`config.mk`:
```
export PLATFORM = sky130hd
export DESIGN_NAME = alu_writeback
export DESIGN_NICKNAME = d
export VERILOG_FILES = /design/src/rtl/cpu_pkg.sv /design/src/rtl/cond_eval.sv /design/src/rtl/alu_writeback.sv
export SDC_FILE = /design/constraint.sdc
export NUM_CORES = 1
export LEC_CHECK = 0
export BUFFER_PORTS_ARGS = -buffer_cell sky130_fd_sc_hd__buf_2
export CELL_PAD_IN_SITES_DETAIL_PLACEMENT = 1
export CELL_PAD_IN_SITES_GLOBAL_PLACEMENT = 2
export CORE_ASPECT_RATIO = 1.1
export CORE_UTILIZATION = 25
export CTS_CLUSTER_SIZE = 10
export DETAILED_ROUTE_END_ITERATION = 7
export HOLD_SLACK_MARGIN = 0.02
export PLACE_DENSITY_LB_ADDON = 0.12
export SLEW_MARGIN = 10
export SYNTH_ARGS = -nofsm -noshare
export SYNTH_HDL_FRONTEND = slang
export SYNTH_SLANG_ARGS = --single-unit
```
`constraint.sdc`:
```
create_clock -name clk -period 5 [get_ports clk]
set_input_delay 0.75 -clock clk [delete_from_list [all_inputs] [get_ports clk]]
set_output_delay 0.75 -clock clk [all_outputs]
set_load 0.01 [all_outputs]
```
`src/rtl/cpu_pkg.sv`:
```
// Shared CPU definitions: NZCV flag bit positions, ARM condition codes and uop width.
// Used by the ALU, decode, the branch unit and the ALU writeback stage.
package cpu_pkg;

  localparam int FLAG_Z = 3;
  localparam int FLAG_C = 2;
  localparam int FLAG_N = 1;
  localparam int FLAG_V = 0;

  localparam int UOP_W = 5;

  typedef logic [3:0] flags_t;
  typedef logic [3:0] cond_t;

  localparam cond_t COND_EQ = 4'd0;
  localparam cond_t COND_NE = 4'd1;
  localparam cond_t COND_CS = 4'd2;
  localparam cond_t COND_CC = 4'd3;
  localparam cond_t COND_MI = 4'd4;
  localparam cond_t COND_PL = 4'd5;
  localparam cond_t COND_VS = 4'd6;
  localparam cond_t COND_VC = 4'd7;
  localparam cond_t COND_HI = 4'd8;
  localparam cond_t COND_LS = 4'd9;
  localparam cond_t COND_GE = 4'd10;
  localparam cond_t COND_LT = 4'd11;
  localparam cond_t COND_GT = 4'd12;
  localparam cond_t COND_LE = 4'd13;
  localparam cond_t COND_AL = 4'd14;

endpackage

```
`src/rtl/cond_eval.sv`:
```
// Combinational ARM condition-code evaluator over [Z,C,N,V] flags.
// Odd codes are the complement of the even code below them; 15 is reserved and never passes.
module cond_eval
  import cpu_pkg::*;
(
  input  logic [3:0] flags,
  input  logic [3:0] cond,
  output logic       pass
);

  logic z, c, n, v;
  logic base;

  always_comb begin
    z = flags[FLAG_Z];
    c = flags[FLAG_C];
    n = flags[FLAG_N];
    v = flags[FLAG_V];
    base = 1'b0;
    case (cond[3:1])
      3'd0: base = z;
      3'd1: base = c;
      3'd2: base = n;
      3'd3: base = v;
      3'd4: base = c & ~z;
      3'd5: base = (n == v);
      3'd6: base = ~z & (n == v);
      3'd7: base = 1'b1;
      default: base = 1'b0;
    endcase
    pass = base ^ cond[0];
  end

endmodule

```
`src/rtl/alu_writeback.sv`:
```
// ALU writeback stage: 2-entry skid buffer draining to the register-file write port,
// NZCV status register and condition evaluation. FLAG_FWD_EN forwards buffered flags.
//
// state    | meaning
// ---------|-------------------------------------------
// ST_EMPTY | no buffered entry, outputs idle
// ST_ONE   | slot0 holds the head entry
// ST_FULL  | slot0 head, slot1 younger; in_ready low
module alu_writeback
  import cpu_pkg::*;
#(
  parameter int         DATA_W    = 32,
  parameter int         RADDR_W   = 4,
  parameter logic [3:0] FLAGS_RST = 4'b0000
) (
  input  logic               clk,
  input  logic               rst,
  input  logic               in_valid,
  output logic               in_ready,
  input  logic [DATA_W-1:0]  in_result,
  input  logic [3:0]         in_flags,
  input  logic [RADDR_W-1:0] in_rd,
  input  logic               in_wr_en,
  input  logic               in_set_flags,
  output logic               rf_valid,
  input  logic               rf_ready,
  output logic [RADDR_W-1:0] rf_addr,
  output logic [DATA_W-1:0]  rf_data,
  input  logic [3:0]         cond,
  output logic               cond_pass,
  output logic [3:0]         status,
  output logic               flags_pending
);

  localparam logic [1:0] ST_EMPTY = 2'd0;
  localparam logic [1:0] ST_ONE   = 2'd1;
  localparam logic [1:0] ST_FULL  = 2'd2;

  // Entry layout, LSB first: set_flags, wr_en, rd, flags, result
  localparam int ENT_W  = DATA_W + 4 + RADDR_W + 2;
  localparam int OFS_RD = 2;
  localparam int OFS_FL = 2 + RADDR_W;
  localparam int OFS_RS = 6 + RADDR_W;

  logic [1:0]       state_q, state_d;
  logic [ENT_W-1:0] slot0_q, slot0_d;
  logic [ENT_W-1:0] slot1_q, slot1_d;
  logic [3:0]       status_q, status_d;

  logic [ENT_W-1:0]   in_ent;
  logic               hd_valid;
  logic               hd_wr;
  logic               hd_sf;
  logic [RADDR_W-1:0] hd_rd;
  logic [3:0]         hd_flags;
  logic [DATA_W-1:0]  hd_res;
  logic               s1_valid;
  logic               s1_sf;
  logic [3:0]         s1_flags;
  logic               accept;
  logic               pop;
  logic [3:0]         flag_src;

  assign in_ent = {in_result, in_flags, in_rd, in_wr_en, in_set_flags};

  assign hd_valid = (state_q != ST_EMPTY);
  assign hd_sf    = slot0_q[0];
  assign hd_wr    = slot0_q[1];
  assign hd_rd    = slot0_q[OFS_RD +: RADDR_W];
  assign hd_flags = slot0_q[OFS_FL +: 4];
  assign hd_res   = slot0_q[OFS_RS +: DATA_W];

  assign s1_valid = (state_q == ST_FULL);
  assign s1_sf    = slot1_q[0];
  assign s1_flags = slot1_q[OFS_FL +: 4];

  // in_ready depends on registered occupancy only, never on rf_ready
  assign in_ready = (state_q != ST_FULL);
  assign accept   = in_valid & in_ready;
  assign pop      = hd_valid & (rf_ready | ~hd_wr);

  always_comb begin
    state_d  = state_q;
    slot0_d  = slot0_q;
    slot1_d  = slot1_q;
    status_d = status_q;
    case (state_q)
      ST_EMPTY: begin
        if (accept) begin
          slot0_d = in_ent;
          state_d = ST_ONE;
        end
      end
      ST_ONE: begin
        if (accept && pop) begin
          slot0_d = in_ent;
        end else if (accept) begin
          slot1_d = in_ent;
          state_d = ST_FULL;
        end else if (pop) begin
          state_d = ST_EMPTY;
        end
      end
      ST_FULL: begin
        if (pop) begin
          slot0_d = slot1_q;
          state_d = ST_ONE;
        end
      end
      default: state_d = ST_EMPTY;
    endcase
    if (pop && hd_sf) begin
      status_d = hd_flags;
    end
  end

  always_ff @(posedge clk or posedge rst) begin
    if (rst) begin
      state_q  <= ST_EMPTY;
      slot0_q  <= '0;
      slot1_q  <= '0;
      status_q <= FLAGS_RST;
    end else begin
      state_q  <= state_d;
      slot0_q  <= slot0_d;
      slot1_q  <= slot1_d;
      status_q <= status_d;
    end
  end

  assign rf_valid      = hd_valid & hd_wr;
  assign rf_addr       = rf_valid ? hd_rd : '0;
  assign rf_data       = rf_valid ? hd_res : '0;
  assign flags_pending = (hd_valid & hd_sf) | (s1_valid & s1_sf);

  always_comb begin
`ifdef FLAG_FWD_EN
    // The youngest pending flag setter is what decode would see once the buffer drains
    if (s1_valid && s1_sf) begin
      flag_src = s1_flags;
    end else if (hd_valid && hd_sf) begin
      flag_src = hd_flags;
    end else begin
      flag_src = status_q;
    end
`else
    flag_src = status_q;
`endif
  end

  assign status = flag_src;

  cond_eval u_cond_eval (
    .flags (flag_src),
    .cond  (cond),
    .pass  (cond_pass)
  );

endmodule

```
==> flow_summary.toml <==
[synthesis]
netlist_area_um2 = 4143
synth_edf_count = 0
syn_area_per_cell_um2 = 11.60
yosys-top-cells-area = "dfrtp_1 54%, mux2_2 12%, mux2i_1 10%"
synth-warning-count = 0
syn-num-nets = 407
synth.most_common_cell = "dfrtp_1"
yosys.area.top_type = "dfrtp_1"
ys.flop_type = "dfrtp_1"
synth.top_cell.area_share_pct = 54.36
syn-instance-count = 357
synthArstFlopShare_pct = 100.0
synth_seq_cells = 90
seq_area_frac_synth_pct = 54.36
synth.top_cells.by_count = "90 x dfrtp_1, 48 x nor2_1, 44 x a21oi_1, 44 x mux2_2, 42 x mux2i_1"
ys_types = 31

[clock_tree]
clkSlewWorstSetupHoldPaths_ps = 60
cts-root-buf = "clkbuf_16"
cts_resized = 0
cts_tree = "done"
clock_tree.buffer_depth = 2
cts_hold_buf = 0
clk_latency_ps = 340
cts_sinks = 90
post_cts_buffers = 0
cts_buffers = 9
htreeDepth = 3

[drt]
postRouteAntennaNets = 0
wl_per_cell_um = 15.49
via_per_inst = 4.490
drc_errors = 0
drt-initial-drc-count = 125
num_vias = 2923
routed_wl_um = 10080
drt_pre_antenna_iters = 4

[final_layout]
drive_above_1_share_pct = 35.57
utilization_pct = 31.29
nNetsFinal = 492
fin_cells = 651
antenna_cells = 0
synthToLayoutAreaGrowth_pct = 22.71

[critical_path]
path_cells = "o21a_1, buf_4, and2_1, buf_2"
required_ps = 4250
critPathCaptureType = "primary output"
arrival_ps = 2130
worst-path-buf-inv = 2
cpMaxStageDelayCell = "o21a_1"
crit_type = "flop to primary output"
startpoint_type = "flop"
startpoint = "state_q[0]"
crit_family = "compound AO/OA/AOI/OAI gates"
worstPathMaxFanout = 22
r2r-start = "slot0_q[1]"
slowest_delay_ps = 540

[power]
p_total_w = 0.003125
power_leakage_nw = 2.567
p_per_area_nw_per_um2 = 614.8
ir_drop_uv = 162.7

[floorplan]
placementRows = 49
die_x_um = 124.7
die_y_um = 137.0
ios = 94
die_area_um2 = 17090
start_util_pct = 25.50
design.core.area_um2 = 16250

[timing]
worst_slew_pin_slew_ps = 965.9
fmax_ghz = 0.3476
slew_violations = 0
setup_viol = 0
hold_viol = 0
skew_ps = 7.609
fin_crit_sh_pct = 57.54
rsz0062_at_grt = "false"
timing.slew.headroom_pct = 35.38
fin_crit_ps = 2877
finalSetupTns_ps = 0

[global_routing]
grt_pass1_vias = 3015
grt_util_all_layers_pct = 12.59
grt_pass1_wl_um = 16300
grt_max_degree = 54
antenna_found_initial = 1
grt-ovfl-total = 0

[placed_design]
gp_congestion = 0.7042
hpwl_um = 6491
numPortBuffers = 93
dp_cells = 635

[flow_run]
drv_cap = 0

[status]
status = "finished, final reports clean"

[hold_path]
hp-class = "flop to flop"
hp-start = "slot0_q[6]"
## cells by family (layout without fill, tap and decap cells)
family	after synthesis	after routing	share of synthesized area [%]
compound gates	59	59	8.125
xor+xnor	1	1	0.2115
buf+inv	26	116	3.624
flops	90	90	54.36
mux	86	86	22.11
simple gates	95	95	11.57
## path summary, 6_finish.rpt
check | to | slack, ps | depth (start not counted)
worst max-delay path | rf_data[16] | 2120 | 4
worst min-delay path | status[0] | 490 | 2
worst max register to register | slot0_q[27] | 2540 | 6
worst min register to register | status[0] | 490 | 2
max in group asynchronous | slot0_q[11] | 3460 | 3
min in group asynchronous | slot1_q[19] | 520 | 2
## metrics by stage
stage                     setup WS, ps  hold WS, ps  cell area, um^2
after floorplan                   1915        450.5             4143
after global placement            2160        464.2             4770
after detailed placement          2084        480.5             4770
after CTS                         2070        499.4             5084
after global routing              1927        515.8             5084
final                             2123        490.9             5084
## sequential cells by signal, summed over array words and instances, names as in the netlist
signal	cells
slot0_q	42
state_q	2
status	4
slot1_q	42
## cell type report
cell class / count / area (um^2)
fillers: 1814 / 11160
clock inverters: 2 / 60.06
inverters: 4 / 17.52
flip-flops and latches: 90 / 2252
multi-input cells: 241 / 1757
repair buffers: 96 / 488.0
clock buffers: 14 / 254.0
well taps: 204 / 255.2
## worst reg2reg max path: stages (launching register included)
cell	delay, ps
dfrtp_1	430
and2b_1	240
a211o_1	330
nand2_2	710
buf_4	470
nor2_1	90
a21oi_1	120
## per-layer routing
metal  GRT usage (%)  vias to the layer above  share of wire (%)
met5               0                        -               0.13
met4           6.024                        2                1.9
met2           18.88                       65                 45
met3           3.010                       12                4.7
met1           17.04                     1448                 48
li1                -                     1396                  -
## layout by cell type (no fill, tap or decap)
cell and instances:
a211o_1 1, a211oi_1 1, a21oi_1 44, a31oi_1 1
a32o_1 1, and2_1 36, and2b_1 1, buf_2 93
buf_4 3, bufinv_16 2, clkbuf_1 4, clkbuf_16 9
clkbuf_8 1, dfrtp_1 90, inv_1 2, inv_2 1
inv_4 1, mux2_2 44, mux2i_1 42, nand2_1 3
nand2_2 1, nand2b_1 1, nand2b_4 1, nand3b_1 1
nand4b_4 1, nor2_1 48, nor2b_1 1, nor3b_1 1
o21a_1 1, o21ai_0 7, o22a_1 1, o32ai_2 1
o41ai_2 1, xor2_1 1
## where the power goes
| part | switching, W | total [W] | internal (W) | leakage, nW |
|---|---|---|---|---|
| clock network | 0.000272 | 0.000724 | 0.000453 | 0.151 |
| registers | 0.000204 | 0.00129 | 0.00109 | 1.04 |
| logic | 0.000573 | 0.00111 | 0.000534 | 1.37 |
| total | 0.00105 | 0.00313 | 0.00208 | 2.57 |
No activity file was read; power rests on OpenSTA's default activity.
